--- src/rtl/rr_mux_arbiter_if.sv ---
// Request/data/grant bundle between the requesting units and the shared
// output-channel arbiter.
interface rr_mux_arbiter_if #(
  parameter int W = 8
);
  logic [3:0]     req;
  logic [4*W-1:0] din;
  logic [3:0]     gnt;
  logic [1:0]     sel;
  logic [W-1:0]   y;
  logic           y_valid;

  modport master (
    output req,
    output din,
    input  gnt,
    input  sel,
    input  y,
    input  y_valid
  );

  modport slave (
    input  req,
    input  din,
    output gnt,
    output sel,
    output y,
    output y_valid
  );
endinterface

--- src/rtl/rr_mux_arbiter.sv ---
// Four-way round-robin arbiter that owns the shared mux select and registers the chosen beat.
// Optional forced rotation after MAX_HOLD grant cycles is enabled by `define MUX_ARB_TIMEOUT_EN.
//
// state | meaning
// IDLE  | no grant outstanding, gnt = 0, waiting for any request
// GRANT | one requester owns the channel, sel points at it
module rr_mux_arbiter #(
  parameter int W        = 8,
  parameter int MAX_HOLD = 8
) (
  input logic            clk,
  input logic            rst,
  rr_mux_arbiter_if.slave bus
);

  typedef enum logic {
    IDLE  = 1'b0,
    GRANT = 1'b1
  } state_t;

  state_t       state_q, state_d;
  logic [3:0]   gnt_q, gnt_d;
  logic [1:0]   sel_q, sel_d;
  logic [1:0]   last_q, last_d;
  logic [W-1:0] y_q, y_d;
  logic         y_valid_q, y_valid_d;
  logic         force_rot;
  logic [2:0]   win;

  if (MAX_HOLD < 1) begin : g_max_hold_check
    $error("MAX_HOLD must be at least 1");
  end

  // Returns {found, index} of the first set bit scanning start, start+1, ... mod 4.
  function automatic logic [2:0] pick(input logic [3:0] r, input logic [1:0] start);
    logic [1:0] idx;
    pick = 3'b000;
    for (int i = 3; i >= 0; i--) begin
      idx = start + 2'(i);
      if (r[idx]) pick = {1'b1, idx};
    end
  endfunction

`ifdef MUX_ARB_TIMEOUT_EN
  localparam int HW = (MAX_HOLD > 1) ? $clog2(MAX_HOLD) : 1;

  logic [HW-1:0] hold_q, hold_d;

  assign force_rot = (state_q == GRANT) && (hold_q == HW'(MAX_HOLD - 1))
                     && (|(bus.req & ~gnt_q));

  always_ff @(posedge clk) begin
    if (rst) hold_q <= '0;
    else     hold_q <= hold_d;
  end

  always_comb begin
    hold_d = hold_q;
    if (state_q == GRANT) begin
      if (gnt_d != gnt_q || hold_q == HW'(MAX_HOLD - 1)) hold_d = '0;
      else                                                 hold_d = hold_q + 1'b1;
    end else begin
      hold_d = '0;
    end
  end
`else
  assign force_rot = 1'b0;
`endif

  // The holder is masked out so a forced rotation treats it as if it had dropped.
  assign win = pick(bus.req & ~gnt_q, last_q + 2'd1);

  always_comb begin
    state_d   = state_q;
    gnt_d     = gnt_q;
    sel_d     = sel_q;
    last_d    = last_q;
    y_d       = y_q;
    y_valid_d = 1'b0;
    unique case (state_q)
      IDLE: begin
        gnt_d = 4'b0000;
        if (win[2]) begin
          state_d = GRANT;
          gnt_d   = 4'b0001 << win[1:0];
          sel_d   = win[1:0];
          last_d  = win[1:0];
        end
      end
      GRANT: begin
        if (bus.req[sel_q] && !force_rot) begin
          y_d       = bus.din[sel_q*W +: W];
          y_valid_d = 1'b1;
        end else if (win[2]) begin
          gnt_d  = 4'b0001 << win[1:0];
          sel_d  = win[1:0];
          last_d = win[1:0];
        end else begin
          state_d = IDLE;
          gnt_d   = 4'b0000;
        end
      end
      default: state_d = IDLE;
    endcase
  end

  always_ff @(posedge clk) begin
    if (rst) begin
      state_q   <= IDLE;
      gnt_q     <= 4'b0000;
      sel_q     <= 2'd0;
      last_q    <= 2'd3;
      y_q       <= '0;
      y_valid_q <= 1'b0;
    end else begin
      state_q   <= state_d;
      gnt_q     <= gnt_d;
      sel_q     <= sel_d;
      last_q    <= last_d;
      y_q       <= y_d;
      y_valid_q <= y_valid_d;
    end
  end

  assign bus.gnt     = gnt_q;
  assign bus.sel     = sel_q;
  assign bus.y       = y_q;
  assign bus.y_valid = y_valid_q;

endmodule

--- src/flat_wrapper.sv ---
// flat-port wrapper written by rule: the top's interface ports become plain ports
module rr_mux_arbiter_flat 
#(
  parameter int W        = 8,
  parameter int MAX_HOLD = 8
)
  (clk, rst, bus_req, bus_din, bus_gnt, bus_sel, bus_y, bus_y_valid);
  rr_mux_arbiter_if #(.W(W)) bus_i ();
  input logic clk;
  input logic rst;
  input wire logic [$bits(bus_i.req)-1:0] bus_req;
  input wire logic [$bits(bus_i.din)-1:0] bus_din;
  output wire logic [$bits(bus_i.gnt)-1:0] bus_gnt;
  output wire logic [$bits(bus_i.sel)-1:0] bus_sel;
  output wire logic [$bits(bus_i.y)-1:0] bus_y;
  output wire logic [$bits(bus_i.y_valid)-1:0] bus_y_valid;
  assign bus_i.req = bus_req;
  assign bus_i.din = bus_din;
  assign bus_gnt = bus_i.gnt;
  assign bus_sel = bus_i.sel;
  assign bus_y = bus_i.y;
  assign bus_y_valid = bus_i.y_valid;
  rr_mux_arbiter #(.W(W), .MAX_HOLD(MAX_HOLD)) u_core (.clk(clk), .rst(rst), .bus(bus_i));
endmodule
--- config.mk ---
export PLATFORM = sky130hd
export DESIGN_NAME = rr_mux_arbiter_flat
export DESIGN_NICKNAME = d
export VERILOG_FILES = /design/src/rtl/rr_mux_arbiter_if.sv /design/src/rtl/rr_mux_arbiter.sv /design/src/flat_wrapper.sv
export SDC_FILE = /design/constraint.sdc
export NUM_CORES = 1
export LEC_CHECK = 0
export ABC_CLOCK_PERIOD_IN_PS = 2000
export BUFFER_PORTS_ARGS = -buffer_cell sky130_fd_sc_hd__buf_2
export CAP_MARGIN = 20
export CORE_UTILIZATION = 39
export CTS_CLUSTER_DIAMETER = 100
export CTS_CLUSTER_SIZE = 40
export DETAILED_ROUTE_END_ITERATION = 8
export PLACE_DENSITY = 0.74
export SLEW_MARGIN = 10
export SYNTH_ARGS = -nofsm -noshare
export SYNTH_HDL_FRONTEND = slang
export SYNTH_SLANG_ARGS = --single-unit
--- constraint.sdc ---
create_clock -name clk -period 2 [get_ports clk]
set_clock_uncertainty 0.15 [all_clocks]
set_input_delay 0.2 -clock clk [delete_from_list [all_inputs] [get_ports clk]]
set_output_delay 0.2 -clock clk [all_outputs]
set_load 0.05 [all_outputs]
==> reports/results.ini <==
[floorplan]
die_x_um=52.4
core_region_area_mm2=0.00230
die_h_um=52.4
rows=17
io_pins=53
start_util_pct=43.1
dieArea_mm2=0.00274

[job]
cap_viol_max_count=0

[power]
vdd_drop_max_uv=614
switchingPower_mw=0.505
p_int_mw=0.730
swShare_pct=40.9
finalPower_mw=1.23
combPwrFrac_pct=48.1
p_leak_nw=0.599
pwr-share-clk_pct=14.7
pwr-share-seq_pct=37.3
power_density_mw_per_mm2=940

[clock_network]
cts_tree=done
cts.sinks=18
clk_pin_slew_ps=100
ctsHoldBuffers=0
root_buffer=clkbuf_4
cts_buffers=3
clk_latency_ps=290
htreeDepth=1
post_cts_buffers=0
clock_path_buffers=2
cts_resized=0

[min_path]
holdCritPathClass=in2reg

[worst_setup_path]
crit_chain=mux4_2 -> and2_1 -> or3_1 -> o31ai_1
critPathBufInv=0
crit_family=simple AND/OR/NAND/NOR gates
cp-end-kind=flop
cp_slowest_cell=mux4_2
arrival_ps=1920
critPathMaxFanout=4
critPathRequiredTime_ps=2050
crit_type=reg2reg
ff2ff_setup_slack_ps=130
worst_setup_path_start_kind=flop
critPathMaxStageDelay_ps=490

[timing]
max_slew_margin_pct=59.6
period_needed_ps=1870
tightestPinTransition_ps=601
max_freq_mhz=535
hold_violations=0
finalSetupViolCount=0
grt_setup_unrepaired=no
layout_setup_ws_ps=129
drv_slew=0
tns_ps=0
fin_crit_sh_pct=93.5

[logic_synthesis]
netlist_area_um2=990
synth.area.top_cells=dfxtp_1 36%, mux4_2 16%, mux2i_1 8.1%
synth_top_area_share_pct=36.4
synth.distinct_cells=28
syn_nets=130
syn_avg_cell_area_um2=10.8
yosysTopAreaCell=dfxtp_1
ys_ff_latch=18
seq_area_frac_synth_pct=36.4
synth_warnings=0
synthCells=92

[routing]
antenna_left=0
route.detailed.drc=0
viasPerCell=5.51
drt_first_iter_violations=17
drt_wl_total_mm=2.48
dr_total_vias=958
first_pass_iters=4
routedWlPerCell_um=14.2

[status]
outcome=completed

[grt]
grt-ovfl-total=0
grt_max_degree=21
grt_antenna_before_repair=0
grt_pass1_vias=926
grt_pass1_wl_mm=3.86
grt_usage_pct=19.7

[finish]
nets=185
fin_util_pct=57.2
area_growth_syn_to_layout_pct=32.7
num_antenna_cells=0
final_cells=174
drive_gt1_share_pct=46.6

[place]
numPlacedInstances=170
gp_congestion=0.883
hpwl_mm=2.05
port-buffer-count=52
pre_cts_ws_ps=144

==> cells in the mapped netlist (all sizes together) <==
master and count:
o21bai 1, nor2 10, a21oi 4, o31ai 2, nor2b 5, buf 2
mux4 9, nand2b 6, o21ai 2, nor4 1, and2 1, a22oi 1
nand3b 4, inv 1, a211oi 1, o221ai 3, or3 1, dfxtp 18
or4 1, mux2i 8, nand2 2, o32ai 3, clkbuf 4, a21o 1
nor3 1
==> layer usage <==
layer  GRT usage, %  up-vias  wire length, um
met1           21.9      459              891
met4           8.33        0               27
met5              0        -                0
met3           4.64        2              140
li1               -      463                -
met2           35.2       34             1410
==> state kept, by name, indices dropped and copies added (netlist names) <==
signal and flops:
u_core.bus.y 8, u_core.state_q 1, u_core.bus.gnt 4, u_core.last_q 2
u_core.bus.sel 2, u_core.bus.y_valid 1
==> metrics by stage <==
step | hold WS (ps) | area [um2]
after global placement | 318 | 1290
after global routing | 126 | 1310
final | 117 | 1310
after detailed placement | 334 | 1290
after CTS | 119 | 1310
after floorplan | 256 | 1000
==> power groups by stage <==
stage | registers (mW) | logic, mW | clock network [mW]
2_1_floorplan | 0.622 | 0.300 | 0
3_3_place_gp | 0.464 | 0.583 | 0
3_5_place_dp | 0.468 | 0.595 | 0
4_1_cts | 0.460 | 0.596 | 0.187
5_1_grt | 0.469 | 0.634 | 0.200
6_report | 0.460 | 0.593 | 0.181
==> cell families after synthesis <==
family          synth area share [%]
simple gates                    17.7
mux                             29.3
compound gates                  12.9
flops                           36.4
buf+inv                         3.66
==> area by class of cell <==
type | count | area [um2]
Fill cell | 217 | 983
Multi-Input combinational cell | 67 | 593
Clock buffer | 4 | 26.3
Inverter | 1 | 3.75
Tap cell | 28 | 35.0
Sequential cell | 18 | 365
Timing Repair Buffer | 56 | 290
==> cell usage in the layout (no fill, tap or decap) <==
cell type  instances
buf_2             52
dfxtp_1           16
nor2_1            10
mux2i_1            8
mux4_2             7
nand2b_1           6
nor2b_1            5
a21oi_1            4
nand3b_1           4
buf_4              4
o221ai_1           3
o32ai_1            3
clkbuf_4           3
nand2_1            2
o31ai_1            2
mux4_1             2
o21ai_0            2
or4_1              1
inv_1              1
and2_1             1
a211oi_1           1
nor3_1             1
o21bai_1           1
a22oi_1            1
nor4_1             1
or3_1              1
a21o_1             1
clkbuf_1           1
dfxtp_4            1
dfxtp_2            1
==> path summary, 6_finish.rpt <==
| path | from | end | depth (start not counted) |
|---|---|---|---|
| setup / recovery | u_core.bus.sel[0] | u_core.bus.gnt[3] | 4 |
| hold / removal | rst | u_core.bus.y[1] | 2 |
| setup reg to reg | u_core.bus.sel[0] | u_core.bus.gnt[3] | 4 |
| hold reg to reg | u_core.bus.y[0] | u_core.bus.y[0] | 2 |
Power figures use the tool's default switching activity.
